===== config.mk =====
export PLATFORM = sky130hd
export DESIGN_NAME = ddr2_init_engine
export DESIGN_NICKNAME = d
export VERILOG_FILES = /design/src/rtl/ddr2_init_engine.sv
export SDC_FILE = /design/constraint.sdc
export NUM_CORES = 1
export LEC_CHECK = 0
export CAP_MARGIN = 20
export CORE_ASPECT_RATIO = 1.1
export CORE_MARGIN = 3
export CORE_UTILIZATION = 45
export CTS_CLUSTER_DIAMETER = 100
export DETAILED_ROUTE_END_ITERATION = 7
export DONT_BUFFER_PORTS = 1
export GPL_ROUTABILITY_DRIVEN = 0
export GPL_TIMING_DRIVEN = 1
export PLACE_DENSITY = 0.7
export SLEW_MARGIN = 20
export SYNTH_ARGS = -nofsm -noshare
export SYNTH_HDL_FRONTEND = slang
export SYNTH_SLANG_ARGS = --single-unit

===== constraint.sdc =====
create_clock -name clk -period 4.25 [get_ports clk]
set_clock_uncertainty 0.2 [all_clocks]
set_input_delay 0 -clock clk [delete_from_list [all_inputs] [get_ports clk]]
set_output_delay 0 -clock clk [all_outputs]
set_load 0.02 [all_outputs]

===== src/rtl/ddr2_init_engine.sv =====
// DDR2 power-up initialization sequencer: walks CKE and the command bus through the JEDEC init steps, then raises ready.
// Optional macro DDR2_INIT_FAST_SIM_EN shortens the CKE-low and DLL-lock waits to 16 cycles for simulation.
module ddr2_init_engine #(
  parameter logic [2:0]  BL     = 3'b011,
  parameter logic        BT     = 1'b0,
  parameter logic [2:0]  CL     = 3'b011,
  parameter logic [2:0]  AL     = 3'b001,
  parameter logic [2:0]  WR     = 3'b010,
  parameter int unsigned T_INIT = 40000,
  parameter int unsigned T_XPR  = 80,
  parameter int unsigned T_RP   = 3,
  parameter int unsigned T_MRD  = 2,
  parameter int unsigned T_RFC  = 21,
  parameter int unsigned T_DLL  = 200
) (
  input  logic        clk,
  input  logic        reset,
  output logic        ready,
  output logic        busy,
  output logic        cke,
  output logic        cs_bar,
  output logic        ras_bar,
  output logic        cas_bar,
  output logic        we_bar,
  output logic [1:0]  BA,
  output logic [12:0] A,
  output logic        ODT,
  output logic [3:0]  init_state
);
`ifdef DDR2_INIT_FAST_SIM_EN
  localparam int unsigned INIT_CYC = 16;
  localparam int unsigned DLL_CYC  = 16;
`else
  localparam int unsigned INIT_CYC = T_INIT;
  localparam int unsigned DLL_CYC  = T_DLL;
`endif

  localparam logic [3:0] S_CKE_WAIT  = 4'd0;
  localparam logic [3:0] S_XPR       = 4'd1;
  localparam logic [3:0] S_PRE1      = 4'd2;
  localparam logic [3:0] S_EMRS2     = 4'd3;
  localparam logic [3:0] S_EMRS3     = 4'd4;
  localparam logic [3:0] S_EMRS1_DLL = 4'd5;
  localparam logic [3:0] S_MRS_RST   = 4'd6;
  localparam logic [3:0] S_PRE2      = 4'd7;
  localparam logic [3:0] S_REF1      = 4'd8;
  localparam logic [3:0] S_REF2      = 4'd9;
  localparam logic [3:0] S_MRS       = 4'd10;
  localparam logic [3:0] S_DLL_WAIT  = 4'd11;
  localparam logic [3:0] S_OCD_DEF   = 4'd12;
  localparam logic [3:0] S_OCD_EXIT  = 4'd13;
  localparam logic [3:0] S_DONE      = 4'd14;

  localparam logic [3:0] CMD_NOP = 4'b0111;
  localparam logic [3:0] CMD_PRE = 4'b0010;
  localparam logic [3:0] CMD_REF = 4'b0001;
  localparam logic [3:0] CMD_LMR = 4'b0000;

  localparam logic [12:0] MRS_BASE  = {1'b0, WR, 1'b0, 1'b0, CL, BT, BL};
  localparam logic [12:0] EMRS_BASE = {3'b000, 3'b000, 1'b0, AL, 1'b1, 1'b0, 1'b0};
  localparam logic [12:0] DLL_RST   = 13'h0100;
  localparam logic [12:0] OCD_DFLT  = 13'h0380;
  localparam logic [12:0] A10       = 13'h0400;

  // A slot of 0 or 1 still takes one cycle (the command itself).
  function automatic logic [15:0] last_of(input int unsigned slot);
    return (slot <= 1) ? 16'd0 : 16'(slot - 1);
  endfunction

  logic [3:0]  state, nxt_state;
  logic [15:0] cnt, nxt_cnt, slot_last;
  logic [3:0]  cmd_q, cmd_d;
  logic [1:0]  ba_d;
  logic [12:0] a_d;

  always_comb begin
    slot_last = 16'd0;
    case (state)
      S_CKE_WAIT:                                        slot_last = last_of(INIT_CYC);
      S_XPR:                                             slot_last = last_of(T_XPR);
      S_PRE1, S_PRE2:                                    slot_last = last_of(T_RP);
      S_REF1, S_REF2:                                    slot_last = last_of(T_RFC);
      S_DLL_WAIT:                                        slot_last = last_of(DLL_CYC);
      S_EMRS2, S_EMRS3, S_EMRS1_DLL, S_MRS_RST, S_MRS,
      S_OCD_DEF, S_OCD_EXIT:                             slot_last = last_of(T_MRD);
      default:                                           slot_last = 16'd0;
    endcase
  end

  always_comb begin
    nxt_state = state;
    nxt_cnt   = cnt + 16'd1;
    if (state == S_DONE) begin
      nxt_cnt = 16'd0;
    end else if (cnt == slot_last) begin
      nxt_state = state + 4'd1;
      nxt_cnt   = 16'd0;
    end
  end

  // Outputs are decoded from the next state so the registered bus lines up with init_state.
  always_comb begin
    cmd_d = CMD_NOP;
    ba_d  = 2'b00;
    a_d   = 13'h0000;
    if (nxt_cnt == 16'd0) begin
      case (nxt_state)
        S_PRE1, S_PRE2: begin cmd_d = CMD_PRE; a_d = A10; end
        S_EMRS2:        begin cmd_d = CMD_LMR; ba_d = 2'b10; end
        S_EMRS3:        begin cmd_d = CMD_LMR; ba_d = 2'b11; end
        S_EMRS1_DLL:    begin cmd_d = CMD_LMR; ba_d = 2'b01; a_d = EMRS_BASE; end
        S_MRS_RST:      begin cmd_d = CMD_LMR; a_d = MRS_BASE | DLL_RST; end
        S_REF1, S_REF2: cmd_d = CMD_REF;
        S_MRS:          begin cmd_d = CMD_LMR; a_d = MRS_BASE; end
        S_OCD_DEF:      begin cmd_d = CMD_LMR; ba_d = 2'b01; a_d = EMRS_BASE | OCD_DFLT; end
        S_OCD_EXIT:     begin cmd_d = CMD_LMR; ba_d = 2'b01; a_d = EMRS_BASE; end
        default:        cmd_d = CMD_NOP;
      endcase
    end
  end

  always_ff @(posedge clk or negedge reset) begin
    if (!reset) begin
      state <= S_CKE_WAIT;
      cnt   <= 16'd0;
      cke   <= 1'b0;
      cmd_q <= CMD_NOP;
      BA    <= 2'b00;
      A     <= 13'h0000;
      ready <= 1'b0;
      busy  <= 1'b1;
    end else begin
      state <= nxt_state;
      cnt   <= nxt_cnt;
      cke   <= (nxt_state != S_CKE_WAIT);
      cmd_q <= cmd_d;
      BA    <= ba_d;
      A     <= a_d;
      ready <= (nxt_state == S_DONE);
      busy  <= (nxt_state != S_DONE);
    end
  end

  assign {cs_bar, ras_bar, cas_bar, we_bar} = cmd_q;
  assign ODT        = 1'b0;
  assign init_state = state;
endmodule


* Word-level counts from Yosys, hierarchy flattened *
Memories as Yosys holds them, arrays and structs flattened.
Cells that the tools add are included.
W data, S select, Z words.

cells by class
  add/subtract/negate cells = 2
  equality and inequality tests = 15
  mux-type cells = 10
  reduce and logical (&&, ||, !) cells = 7

operators with widths
  operator                 number
  $pmux W11 S5             1
  $mux W16                 2
  $eq A4 B4 Y1 const B     7
  $add A16 B1 Y16 const B  1
  $eq A16 B16 Y1           1
  $eq A4 B3 Y1 const B     4
  $logic_not A16 Y1        1
  $mux W11                 1
  $pmux W3 S3              1
  $eq A4 B2 Y1 const B     2
  $mux W4                  2
  $reduce_or A7 Y1         1
  $pmux W2 S3              1
  $reduce_or A2 Y1         3
  $add A4 B1 Y4 const B    1
  $ne A4 B4 Y1 const B     1
  $reduce_bool A4 Y1       1
  $mux W3                  1
  $reduce_or A3 Y1         1
  $mux W2                  1

word-level totals
  bits in registers = 42
  bits in read-only memories = 192
  input port bits = 2
  logic and storage cells = 43
  memories = 1

memories
  memory           depth  bits a word  rd ports  clocked after memory_dff  write ports  line  RTL
  (no name shown)  16     12           1         0                         0            78    case (state)

* Depth between registers and ports, before layout *
An unclocked memory read counts as a cell.

  depth in word-level cells = 8
  depth in mapped cells = 12
  mapped depth without buffers = 11

* Worst setup path after synthesis *
Ideal clock, no wire load.

  path type = reg2reg
  from = reg state[0], in the netlist init_state[0]
  to = reg BA[1]
  setup time = 0.122 ns
  arrival = 3.260 ns
  required time = 3.928 ns
  slack = 0.669 ns
  cell stages (with the launch flop) = 11
  buffers on the path = 1
  path through = dfrtp_1 inv_1 ha_1 nor2b_1 mux2_2 or4_4 a2111oi_4 mux2i_1 clkinv_1 buf_2 o2111a_1

on the way
  word-level cells in the longest chain between the ends = 8
  elaborated cells between the ends (all ways) = 17
  those cells by class = 1 x add/sub; 7 x eq/ne; 6 x mux; 2 x reduce/logical; 1 x memory

ends and longest elaborated chain
  element                                       line  RTL
  start, declared                               70    logic [3:0] state, nxt_state;
  start signal, assigned                        133   state <= nxt_state;
  $mem_v2 Z16 W12                               --
  $eq A16 B16 Y1                                95    end else if (cnt == slot_last) begin
  $mux W4                                       95
  $mux W4 *                                     93    if (state == S_DONE) begin
  named net nxt_state[1]                        70
  $eq A4 B4 Y1 or $eq A4 B3 Y1 (tied branches)  107   case (nxt_state)
  $reduce_or A3 Y1 (no source line)             --
  $pmux W2 S3 *                                 107
  $mux W2 *                                     106   if (nxt_cnt == 16'd0) begin
  named net ba_d[1]                             73    logic [1:0] ba_d;
  end signal, assigned                          128   BA <= 2'b00;
  end signal, assigned                          137   BA <= ba_d;
  end, declared                                 25    output logic [1:0] BA,

Mark *: on every way through the listed nets, which the timed path passes. The rest lies on a longest branch.

* Worst setup path in the final report *
  from = reg state[0], in the netlist init_state[0]
  to = reg BA[1]

on the way
  word-level cells in the longest chain between the ends = 8
  elaborated cells between the ends (all ways) = 17
  those cells by class = 1 x add/sub; 7 x eq/ne; 6 x mux; 2 x reduce/logical; 1 x memory

ends and longest elaborated chain
  element                                       line
  $mem_v2 Z16 W12                               --
  $eq A16 B16 Y1                                95
  $mux W4                                       95
  $mux W4                                       93
  $eq A4 B4 Y1 or $eq A4 B3 Y1 (tied branches)  107
  $reduce_or A3 Y1 (no source line)             --
  $pmux W2 S3                                   107
  $mux W2 *                                     106
  named net ba_d[1]                             73

Marked as above.

==> results.txt <==
- Delay contributed by the slowest stage of the critical path: 0.55 ns
- Overall die area: 6180 µm²
- Walking the worst path, the cells encountered are inv_1 > ha_1 > nor2b_1 > mux2_2 > or4_4 > a2111oi_4 > mux2i_1 > clkinv_1 > o221ai_1 > o2111a_1.
- In this run, post-CTS repair resized a total of 0 instances.
- After technology mapping, the gate count stands at 262.
- Fraction of the cycle the final worst path needs: 89.8%
* Crit path arrival time: 3.84 ns
- The count of nets left with antenna violations once routing finished came out at 0.
* Count of endpoints failing hold in the final timing report: 0
- Setup repair after global routing left no endpoint under its margin.
* Wire length of the first global-routing pass: 8.47 mm
- Initial antenna violation count: 0
- 29 I/O pins were placed.
* Area share of the largest cell type after synthesis: approximately 31%
- Critical Path Start: init_state[0]$_DFF_PN0_
- Summing all multi-input logic gate instances after layout gives 1360 µm².
- The tree is rooted in a sky130_fd_sc_hd__clkbuf_8.
- Initial Util: 46.8%
- For the final routed database, the setup TNS stands at 0 ns.
* Post-layout worst setup margin: around 0.43 ns
* Number of maximum-capacitance violations: 0
* Crit-path leading delay family: compound AO/OA/AOI/OAI gates
* Data required time at the worst endpoint: approximately 4.3 ns
- Following the worst setup path forward leads to its endpoint at BA[1]$_DFF_PN0_.
* Slowest-stage cell, CP: sky130_fd_sc_hd__or4_4
- Area growth from synthesis to layout: 4.38%
* PwrDens: 226 nW/µm²
- Worst setup EP type: register
- Along the worst path, the maximum fanout reaches 11.
- Kind of critical path: register to register
* Number of buffers between clock root and the deepest sink: 2
- Ys async rst share: 100%
* Remaining global-route overflow: 0
- Area taken by flip-flops and latches: 831 µm²
- The run finished with clean final reports.
* Critical Path Stages: 10
* Routed vias: approximately 1.8k
* Placeable core region: 5070 µm²
- Clock-pin slew of the registers on the worst-case setup and hold paths: 0.07 ns
* Crit path buffers/inverters: 2
* Cell area after synthesis: between 2000 and 2500 µm²
- For this design the static power due to leakage is 1.11 nW.
- For the pin with the worst max-slew slack, the measured transition is 0.830 ns.
- At the later pin of the worst-skew pair, clock insertion delay measures between 0.2 and 0.3 ns.
- Final core utilization: 48.9%
- The floorplan step set the die width to between 70 and 80 µm.
- Sum of routed wire length over all layers: 4.91 mm
- Fmax: 262 MHz
- Of the total power, the share spent switching nets is 23.0%.
- CTS saw 33 sinks.
* End of the worst register-to-register path: BA[1]$_DFF_PN0_
- The worst-case IR drop observed on VDD is 0.127 mV.
* Vias in the first global route: about 1.7k
* Total number of placement rows: 27
* Combinational fraction of design power: approximately 2.7%
- Mapped Avg Cell Area: just over 9 µm²
- Number of H-tree branching levels: 2
- Net load switching power: around 0.00013 W
- After synthesis, the netlist uses 65 different library cells.
- Headroom to the max-slew limit: between 40% and 50%
- TritonCTS built the clock tree.
* Number of nets in the final layout: 268
* Detail-routed via count per cell: 5.71
- Primary flip-flop cell chosen by synthesis mapping: sky130_fd_sc_hd__dfrtp_1
* Part of the power in the clock network: 41.2%
* Most used standard cells in the synthesized netlist: sky130_fd_sc_hd__nor2_1 (32), sky130_fd_sc_hd__dfrtp_1 (29), sky130_fd_sc_hd__nand3_1 (15)
* Total inserted antenna cells: 0
* Post-route DRC: 0
- Total routing resource utilization after global routing: 17.7%
* Maximum number of pins on one net before global-route repair: 30
- Counting the fill cells in the layout gives 486.
- Drt wl/cell: 15.6 µm
- Max Slew Vio Count: 0
- The worst register-to-register path begins at init_state[0]$_DFF_PN0_.
* Yosys warnings: 0
* Worst R2R Path Depth: 10
- STA classifies the critical path startpoint as a register.
- Sequential cells burn 56.1% of the power.
- The die is between 80 and 90 µm tall.
- Final critical path time including I/O delays and setup: around 3.8 ns
- Endpoints failing setup: 0
- The internal power of the cells totals around 0.00043 W.
- Prior to clock tree synthesis, the placed netlist has a worst setup slack of 0.498 ns.
- Yosys mapped a number of flops with a built-in enable equal to 0.
- The biggest area contributor in the post-synthesis netlist is sky130_fd_sc_hd__dfrtp_1.
- HPWL Detailed: 3.54 mm
- Internal reg-to-reg setup slack: 0.43 ns
- Sequential-to-total area share from yosys stat: 35.0%
- In the final layout, the share of cells above drive strength 1 is about 12%.
* Detailed-routing iteration count for the pre-antenna-repair pass: 4
* Starting DRT DRC Count: 163
- Synth Register Bits: 33
- By instance count, the leading cell after synthesis is sky130_fd_sc_hd__nor2_1.
* Number of buffers added by the clock tree synthesis step: 5
- Cell types occupying the most area after synthesis: sky130_fd_sc_hd__dfrtp_1 (31%), sky130_fd_sc_hd__ha_1 (5.3%), sky130_fd_sc_hd__nor2_1 (5.1%), sky130_fd_sc_hd__dfstp_2 (4.4%), sky130_fd_sc_hd__buf_4 (3.5%)
- PortBufs: 0
* Type of the tightest min-delay check: primary input to asynchronous set/reset pin
## worst min-delay path, delay by kind of cell
family	cells	cell delay, ns
buffers and inverters	3	0.92
## kinds of logic (layout without fill, tap and decap cells)
| logic type | count (synthesis) | count (layout) | share of synthesized area [%] |
|---|---|---|---|
| AO/OA/AOI/OAI | 42 | 42 | 13.9 |
| multiplexers | 8 | 8 | 3.43 |
| flip-flops | 33 | 33 | 35.0 |
| AND/OR/NAND/NOR | 115 | 115 | 27.6 |
| XOR/XNOR | 17 | 17 | 6.27 |
| other | 1 | 5 | 0.158 |
| adder cells (fa/ha/maj) | 10 | 10 | 5.27 |
| buffers and inverters | 36 | 27 | 8.38 |
## power by group through the flow
stage               Sequential, W  Clock [W]  Combinational (W)
global placement         0.000320          0         0.00000381
floorplan                0.000320          0         0.00000735
CTS                      0.000314   0.000235          0.0000159
global route             0.000314   0.000250          0.0000174
detailed placement       0.000320          0         0.00000381
finish                   0.000314   0.000231          0.0000153
## flip-flops by register name, summed over array words and instances (netlist names)
register / cells
cnt: 16
BA: 2
ready: 1
A: 5
busy: 1
cke: 1
init_state: 4
cmd_q: 3
## cell usage in the layout, fill, tap and decap left out, types with 2 or more instances in the layout
master / synthesis / layout
sky130_fd_sc_hd__nor4_1: 4 / 4
sky130_fd_sc_hd__nor3_1: 3 / 3
sky130_fd_sc_hd__a21oi_1: 3 / 3
sky130_fd_sc_hd__o21ai_0: 8 / 8
sky130_fd_sc_hd__a31oi_1: 3 / 3
sky130_fd_sc_hd__o211ai_1: 3 / 3
sky130_fd_sc_hd__dfrtp_1: 29 / 29
sky130_fd_sc_hd__nor2b_1: 5 / 5
sky130_fd_sc_hd__and4_1: 2 / 2
sky130_fd_sc_hd__inv_1: 10 / 10
sky130_fd_sc_hd__ha_1: 10 / 10
sky130_fd_sc_hd__buf_12: 0 / 2
sky130_fd_sc_hd__mux2i_1: 7 / 7
sky130_fd_sc_hd__buf_4: 11 / 5
sky130_fd_sc_hd__and3_1: 5 / 5
sky130_fd_sc_hd__dfstp_2: 4 / 4
sky130_fd_sc_hd__nand2_1: 14 / 14
sky130_fd_sc_hd__and2_1: 4 / 4
sky130_fd_sc_hd__or4_1: 2 / 2
sky130_fd_sc_hd__o31ai_1: 3 / 3
sky130_fd_sc_hd__conb_1: 1 / 5
sky130_fd_sc_hd__nor2_1: 32 / 32
sky130_fd_sc_hd__clkinv_2: 0 / 2
sky130_fd_sc_hd__clkbuf_8: 0 / 5
sky130_fd_sc_hd__nand4_1: 6 / 6
sky130_fd_sc_hd__nand3_1: 15 / 15
sky130_fd_sc_hd__xor2_1: 9 / 9
sky130_fd_sc_hd__xnor2_1: 8 / 8
sky130_fd_sc_hd__o21a_1: 4 / 4
sky130_fd_sc_hd__nand2b_1: 2 / 2
sky130_fd_sc_hd__or3_1: 3 / 3
sky130_fd_sc_hd__nor3b_2: 2 / 2
sky130_fd_sc_hd__a211o_1: 2 / 2
sky130_fd_sc_hd__nand3b_1: 3 / 3
## worst min-delay path by stage
stage	end	slack, ns	cells after the start	from
6_report	cnt[1]$_DFF_PN0_	0.07	3	reset
5_1_grt	cmd_q[2]$_DFF_PN1_	0.08	2	reset
4_1_cts	cmd_q[0]$_DFF_PN1_	0.08	2	reset
3_5_place_dp	cnt[1]$_DFF_PN0_	-0.49	0	reset
3_3_place_gp	init_state[0]$_DFF_PN0_	-0.49	0	reset
2_1_floorplan	A[10]$_DFF_PN0_	-0.50	0	reset
## final cells by class
type / instances / share of cell area (%)
multi-input combinational: 197 / 54.8
timing repair buffer: 8 / 3.54
inverter: 11 / 1.67
sequential: 33 / 33.5
clock inverter: 3 / 0.707
tap: 58 / 2.93
clock buffer: 5 / 2.78
## repair_timing
action | CTS | global route
buffers inserted | 0 | 0
hold buffers | 3 | 0
setup endpoints to repair | 0 | 0
endpoints found under the hold margin | 33 | 0
## through the flow
stage | std cells | power, W | cell area, µm² | hold slack, ns
floorplan | 266 | 0.000327 | 2390 | -0.496
global placement | 304 | 0.000324 | 2340 | -0.494
detailed placement | 304 | 0.000324 | 2340 | -0.494
CTS | 315 | 0.000565 | 2480 | 0.0788
global route | 315 | 0.000581 | 2480 | 0.0816
finish | 315 | 0.000560 | 2480 | 0.0736
## per-layer routing
layer / wire, µm / vias up / GRT usage [%]
met5: 0 / - / 0
met4: 67 / 0 / 5.77
met1: 2360 / 866 / 25.4
li1: - / 903 / -
met3: 167 / 4 / 3.87
met2: 2310 / 26 / 26.4
(Power assumes the default switching activity.)
